[config.mk]
export PLATFORM = sky130hd
export DESIGN_NAME = i2c_target_rx
export DESIGN_NICKNAME = d
export VERILOG_FILES = /design/src/rtl/i2c_target_rx.sv
export SDC_FILE = /design/constraint.sdc
export NUM_CORES = 1
export LEC_CHECK = 0
export CORE_MARGIN = 3
export CORE_UTILIZATION = 48
export CTS_CLUSTER_SIZE = 20
export DETAILED_ROUTE_END_ITERATION = 10
export PLACE_DENSITY = 0.74
export SYNTH_ARGS = -nofsm -noshare
export SYNTH_HDL_FRONTEND = slang
export SYNTH_SLANG_ARGS = --single-unit
[constraint.sdc]
create_clock -name clk -period 1.6 [get_ports clk]
set_clock_uncertainty 0.2 [all_clocks]
set_input_delay 0.16 -clock clk [delete_from_list [all_inputs] [get_ports clk]]
set_output_delay 0.16 -clock clk [all_outputs]
set_load 0.1 [all_outputs]
[src/rtl/i2c_target_rx.sv]
// i2c_target_rx: I2C write-only target that ACKs its address and strobes out each received data byte.
// Build option: define I2C_GENERAL_CALL_EN to also accept the general-call address byte 8'h00.
module i2c_target_rx #(
   parameter logic [6:0] ADDR        = 7'h2A,
   parameter int         SYNC_STAGES = 2
) (
   input  logic       clk,
   input  logic       rst_n,
   input  logic       scl_i,
   input  logic       sda_i,
   output logic       sda_oe,
   output logic [7:0] data_o,
   output logic       data_valid_o,
   output logic       busy_o
);
   typedef enum logic [2:0] {S_IDLE, S_ADDR, S_ADDR_ACK, S_DATA, S_DATA_ACK, S_IGNORE} state_t;
   state_t state, state_n;
   logic [SYNC_STAGES-1:0] scl_q, sda_q;
   logic scl_s, sda_s, scl_h, sda_h;
   logic scl_rise, scl_fall, start, stop, addr_ok;
   logic [2:0] cnt, cnt_n;
   logic [6:0] sh, sh_n;
   logic [7:0] byte_w, data_n;
   logic oe_n, busy_n, valid_n;
   assign scl_s    = scl_q[SYNC_STAGES-1];
   assign sda_s    = sda_q[SYNC_STAGES-1];
   assign scl_rise = scl_s & ~scl_h;
   assign scl_fall = ~scl_s & scl_h;
   assign start    = scl_s & scl_h & sda_h & ~sda_s;
   assign stop     = scl_s & scl_h & ~sda_h & sda_s;
   assign byte_w   = {sh, sda_s};
`ifdef I2C_GENERAL_CALL_EN
   assign addr_ok  = (byte_w[7:1] == ADDR && !byte_w[0]) || byte_w == 8'h00;
`else
   assign addr_ok  = byte_w[7:1] == ADDR && !byte_w[0];
`endif
   // Synchronizers idle high so reset release on a quiet bus creates no edges.
   always_ff @(posedge clk or negedge rst_n)
      if (!rst_n) begin
         scl_q <= '1;
         sda_q <= '1;
         scl_h <= 1'b1;
         sda_h <= 1'b1;
      end else begin
         scl_q <= {scl_q[SYNC_STAGES-2:0], scl_i};
         sda_q <= {sda_q[SYNC_STAGES-2:0], sda_i};
         scl_h <= scl_s;
         sda_h <= sda_s;
      end
   always_ff @(posedge clk or negedge rst_n)
      if (!rst_n) begin
         state        <= S_IDLE;
         cnt          <= 3'd0;
         sh           <= 7'd0;
         sda_oe       <= 1'b0;
         busy_o       <= 1'b0;
         data_o       <= 8'h00;
         data_valid_o <= 1'b0;
      end else begin
         state        <= state_n;
         cnt          <= cnt_n;
         sh           <= sh_n;
         sda_oe       <= oe_n;
         busy_o       <= busy_n;
         data_o       <= data_n;
         data_valid_o <= valid_n;
      end
   always_comb begin
      state_n = state;
      cnt_n   = cnt;
      sh_n    = sh;
      oe_n    = sda_oe;
      busy_n  = busy_o;
      data_n  = data_o;
      valid_n = 1'b0;
      if (start || stop) begin
         state_n = start ? S_ADDR : S_IDLE;
         cnt_n   = 3'd0;
         sh_n    = 7'd0;
         oe_n    = 1'b0;
         busy_n  = 1'b0;
      end else begin
         case (state)
            S_ADDR, S_DATA:
               if (scl_rise) begin
                  sh_n  = byte_w[6:0];
                  cnt_n = cnt + 3'd1;
                  if (cnt == 3'd7) begin
                     if (state == S_ADDR)
                        state_n = addr_ok ? S_ADDR_ACK : S_IGNORE;
                     else begin
                        data_n  = byte_w;
                        valid_n = 1'b1;
                        state_n = S_DATA_ACK;
                     end
                  end
               end
            // First falling edge drives ACK, second releases it and opens the data phase.
            S_ADDR_ACK, S_DATA_ACK:
               if (scl_fall) begin
                  oe_n = !sda_oe;
                  if (sda_oe) begin
                     busy_n  = 1'b1;
                     state_n = S_DATA;
                  end
               end
            default: oe_n = 1'b0;
         endcase
      end
   end
endmodule

==> parameters.txt, run 1 <==
Parameter                              Value

Global routing
  Initial antenna violation count    0
  Busiest layer in global routing    met2
  Fraction of met1 tracks used by global routing    0.198
  Wire length of the first global-routing pass    4010 um
  Vias in the first global route    867
  Met3 usage    0.0668
  Grt ovf    0
  Maximum number of pins on one net before global-route repair    31
  Global Route met2 Usage    0.256
  Overall Global Routing Usage    0.162

Yosys
  Share of flip-flops with an asynchronous set or reset    1.00
  Most common flop cell mapped by yosys    dfrtp_1
  Post-synthesis sequential area ratio    0.584
  Ys Warns    0
  Syn_nets    116
  Number of instances in the synthesized netlist    110
  Number of flip-flops and latches in the synthesized netlist    30
  Number of synthesized flops with an enable pin    0
  Combined area of all synthesized cells    1300 um2
  Number of distinct library cell variants in the gate-level netlist after synthesis    30
  Post-synthesis average cell area    11.8 um2

Clock tree
  H-tree depth    2
  Hold buffers post-CTS    0
  Number of buffers on the longest clock path    2
  Number of clock buffers inserted by TritonCTS    5
  Buffer cell driving the clock tree root    clkbuf_4
  Number of sinks on the clock net    30
  TritonCTS clock tree    yes
  Worst skew pair latency    310 ps
  Clock slew at the register clock pins of the worst setup and hold paths    90 ps

Die
  Initial core utilization    0.514
  Die Wd    58.0 um
  CORE AREA    2520 um2
  Die area    3360 um2
  Die height    58.0 um
  I/O pin cnt    15
  FP Rows    18

Setup path
  Launch point of the worst path    scl_q[1]
  Crit end category    flip-flop
  Buffer and inverter count on the worst path    0
  Nature of the critical path startpoint    flip-flop
  Critical path class    reg2reg
  Cell type group with the largest total delay on the critical path    flip-flops
  Ordered list of cells on the worst path    and4bb_4 > nand3_2 > mux2_4
  Highest cell delay on the worst timing path    550 ps
  CP max-delay cell    dfstp_2
  Maximum fanout along the worst path    4
  CP Data Arrival Time    1630 ps
  Worst reg2reg path startpoint    scl_q[1]
  Setup slack on the worst flop-to-flop path    -20 ps
  Required time at the endpoint of the critical path    1610 ps

Routing
  Vias per cell    5.25
  Total routed wirelength    2490 um
  Total number of vias    908
  Post-detailed-route wirelength per cell    14.4 um
  Count of unresolved DRC violations after routing    0
  Antenna-violating nets left    0
  Router iterations before antenna repair    5
  Iter 0 DRT Violations    9

Hold path
  Type of the most critical hold path    in2async

STA
  Unrepaired setup endpoints after global routing    true
  Final worst path period need    1620 ps
  Worst slew margin relative to its limit    0.746
  Final Worst Setup Slack    -23.8 ps
  Final count of negative-setup-slack endpoints    16
  Part of the cycle the worst path needs    1.01
  Final Hold Violating Endpoints    0
  Actual slew at the worst max-slew pin    381 ps
  TNS Setup    -178 ps
  Top achievable clock speed    0.616 GHz
  Worst hold slack    14.9 ps
  Final Slew Violations    0

Place
  Post-detailed-placement half-perimeter wirelength    1730 um
  GP Congestion    0.794
  Number of port buffers    14

Layout
  Post-layout net count    148
  Synth-to-layout area growth    38.8%
  Fraction of the core area covered by cells at the end of the flow    0.714
  Diode insertion count for antenna repair    0
  Commonest non-fill, non-tap cell in the layout    dfrtp_1
  Ratio of cells with drive above 1 in the final layout    0.399
  Commonest cells after routing, fill and taps aside    dfrtp_1, nand2_1, buf_4, buf_12, mux2_4

Job
  Max-cap viol count    0

Run status
  Status    finished, violations left
  Violated checks    negative setup slack

Power
  Leakage dissipation    0.822 nW
  Maximum resistive drop on vdd    877 uV
  Pwr/cell area    892 nW/um2
layout make-up:
class / instances / area, um2
flip-flops and latches: 30 / 759
fillers: 182 / 722
multi-input cells: 74 / 572
repair buffers: 29 / 375
clock buffers: 8 / 48.8
well taps: 30 / 37.5
inverters: 2 / 7.51
layer usage:
layer / vias up / wire, um / part of all wire
li1: 444 / - / -
met2: 23 / 1280 / 0.51
met4: 0 / 28 / 0.011
met5: - / 0 / 0
met1: 439 / 1070 / 0.43
met3: 2 / 107 / 0.043
through the flow:
stage               power (W)  area [um2]  setup slack, ps  instances
global placement      0.00117        1670            -28.2        162
global route          0.00172        1800            -93.5        173
floorplan             0.00106        1300            -70.8        110
CTS                   0.00161        1740            -26.8        171
finish                0.00161        1800            -23.8        173
detailed placement    0.00119        1670            -91.3        162
state kept, by name, indices dropped and copies added, names as in the netlist:
register and count:
busy_o 1, data_valid_o 1, state 3, scl_h 1
scl_q 2, sda_oe 1, sda_h 1, data_o 8
sh 7, sda_q 2, cnt 3
kinds of logic (layout without fill, tap and decap cells):
group,count (synthesis),in the layout,synth area share
AND/OR/NAND/NOR,43,44,0.180
flip-flops,30,30,0.584
AO/OA/AOI/OAI,16,16,0.0694
multiplexers,8,8,0.0926
buffers and inverters,7,39,0.0270
XOR/XNOR,4,4,0.0270
adder cells (fa/ha/maj),2,2,0.0193
repair_timing:
action,CTS,global route
setup buffers,0,2
endpoints found under the hold margin,0,0
pin swaps,0,3
setup endpoints to repair,20,21
resized for setup,4,7
gates cloned,1,0
synth_stat cells (2+ instances only):
master    n  area, um2
o21ai_1   4       20.0
dfstp_2   6        158
xnor2_1   3       26.3
a21oi_1   6       30.0
buf_2     4       20.0
inv_1     2       7.51
ha_1      2       25.0
nor3_1    2       10.0
and4b_1   2       20.0
o21ai_0   3       15.0
nand2_1  22       82.6
nor2_1    6       22.5
mux2_4    8        120
dfrtp_1  24        601
power breakdown:
part | leakage, nW | internal [W] | switching [W]
clock | 0.0265 | 0.000175 | 0.000222
combinational | 0.407 | 0.000153 | 0.000157
sequential | 0.389 | 0.000837 | 0.0000625
total | 0.822 | 0.00116 | 0.000442
path summary, 6_finish.rpt:
kind / endpoint / depth (start not counted)
worst max-delay path: data_o[2] / 3
worst min-delay path: busy_o / 2
worst max register to register: data_o[2] / 3
worst min register to register: sda_q[1] / 0
max in group asynchronous: scl_q[0] / 2
min in group clk: sda_q[0] / 1
No activity file was read; power rests on OpenSTA's default activity.
==> run 2: changes to the inputs <==
GPL_TIMING_DRIVEN = 1   (was not set)
==> results of run 2 <==
Same layout as run 1: the final DEF is identical, and so are final timing and power.
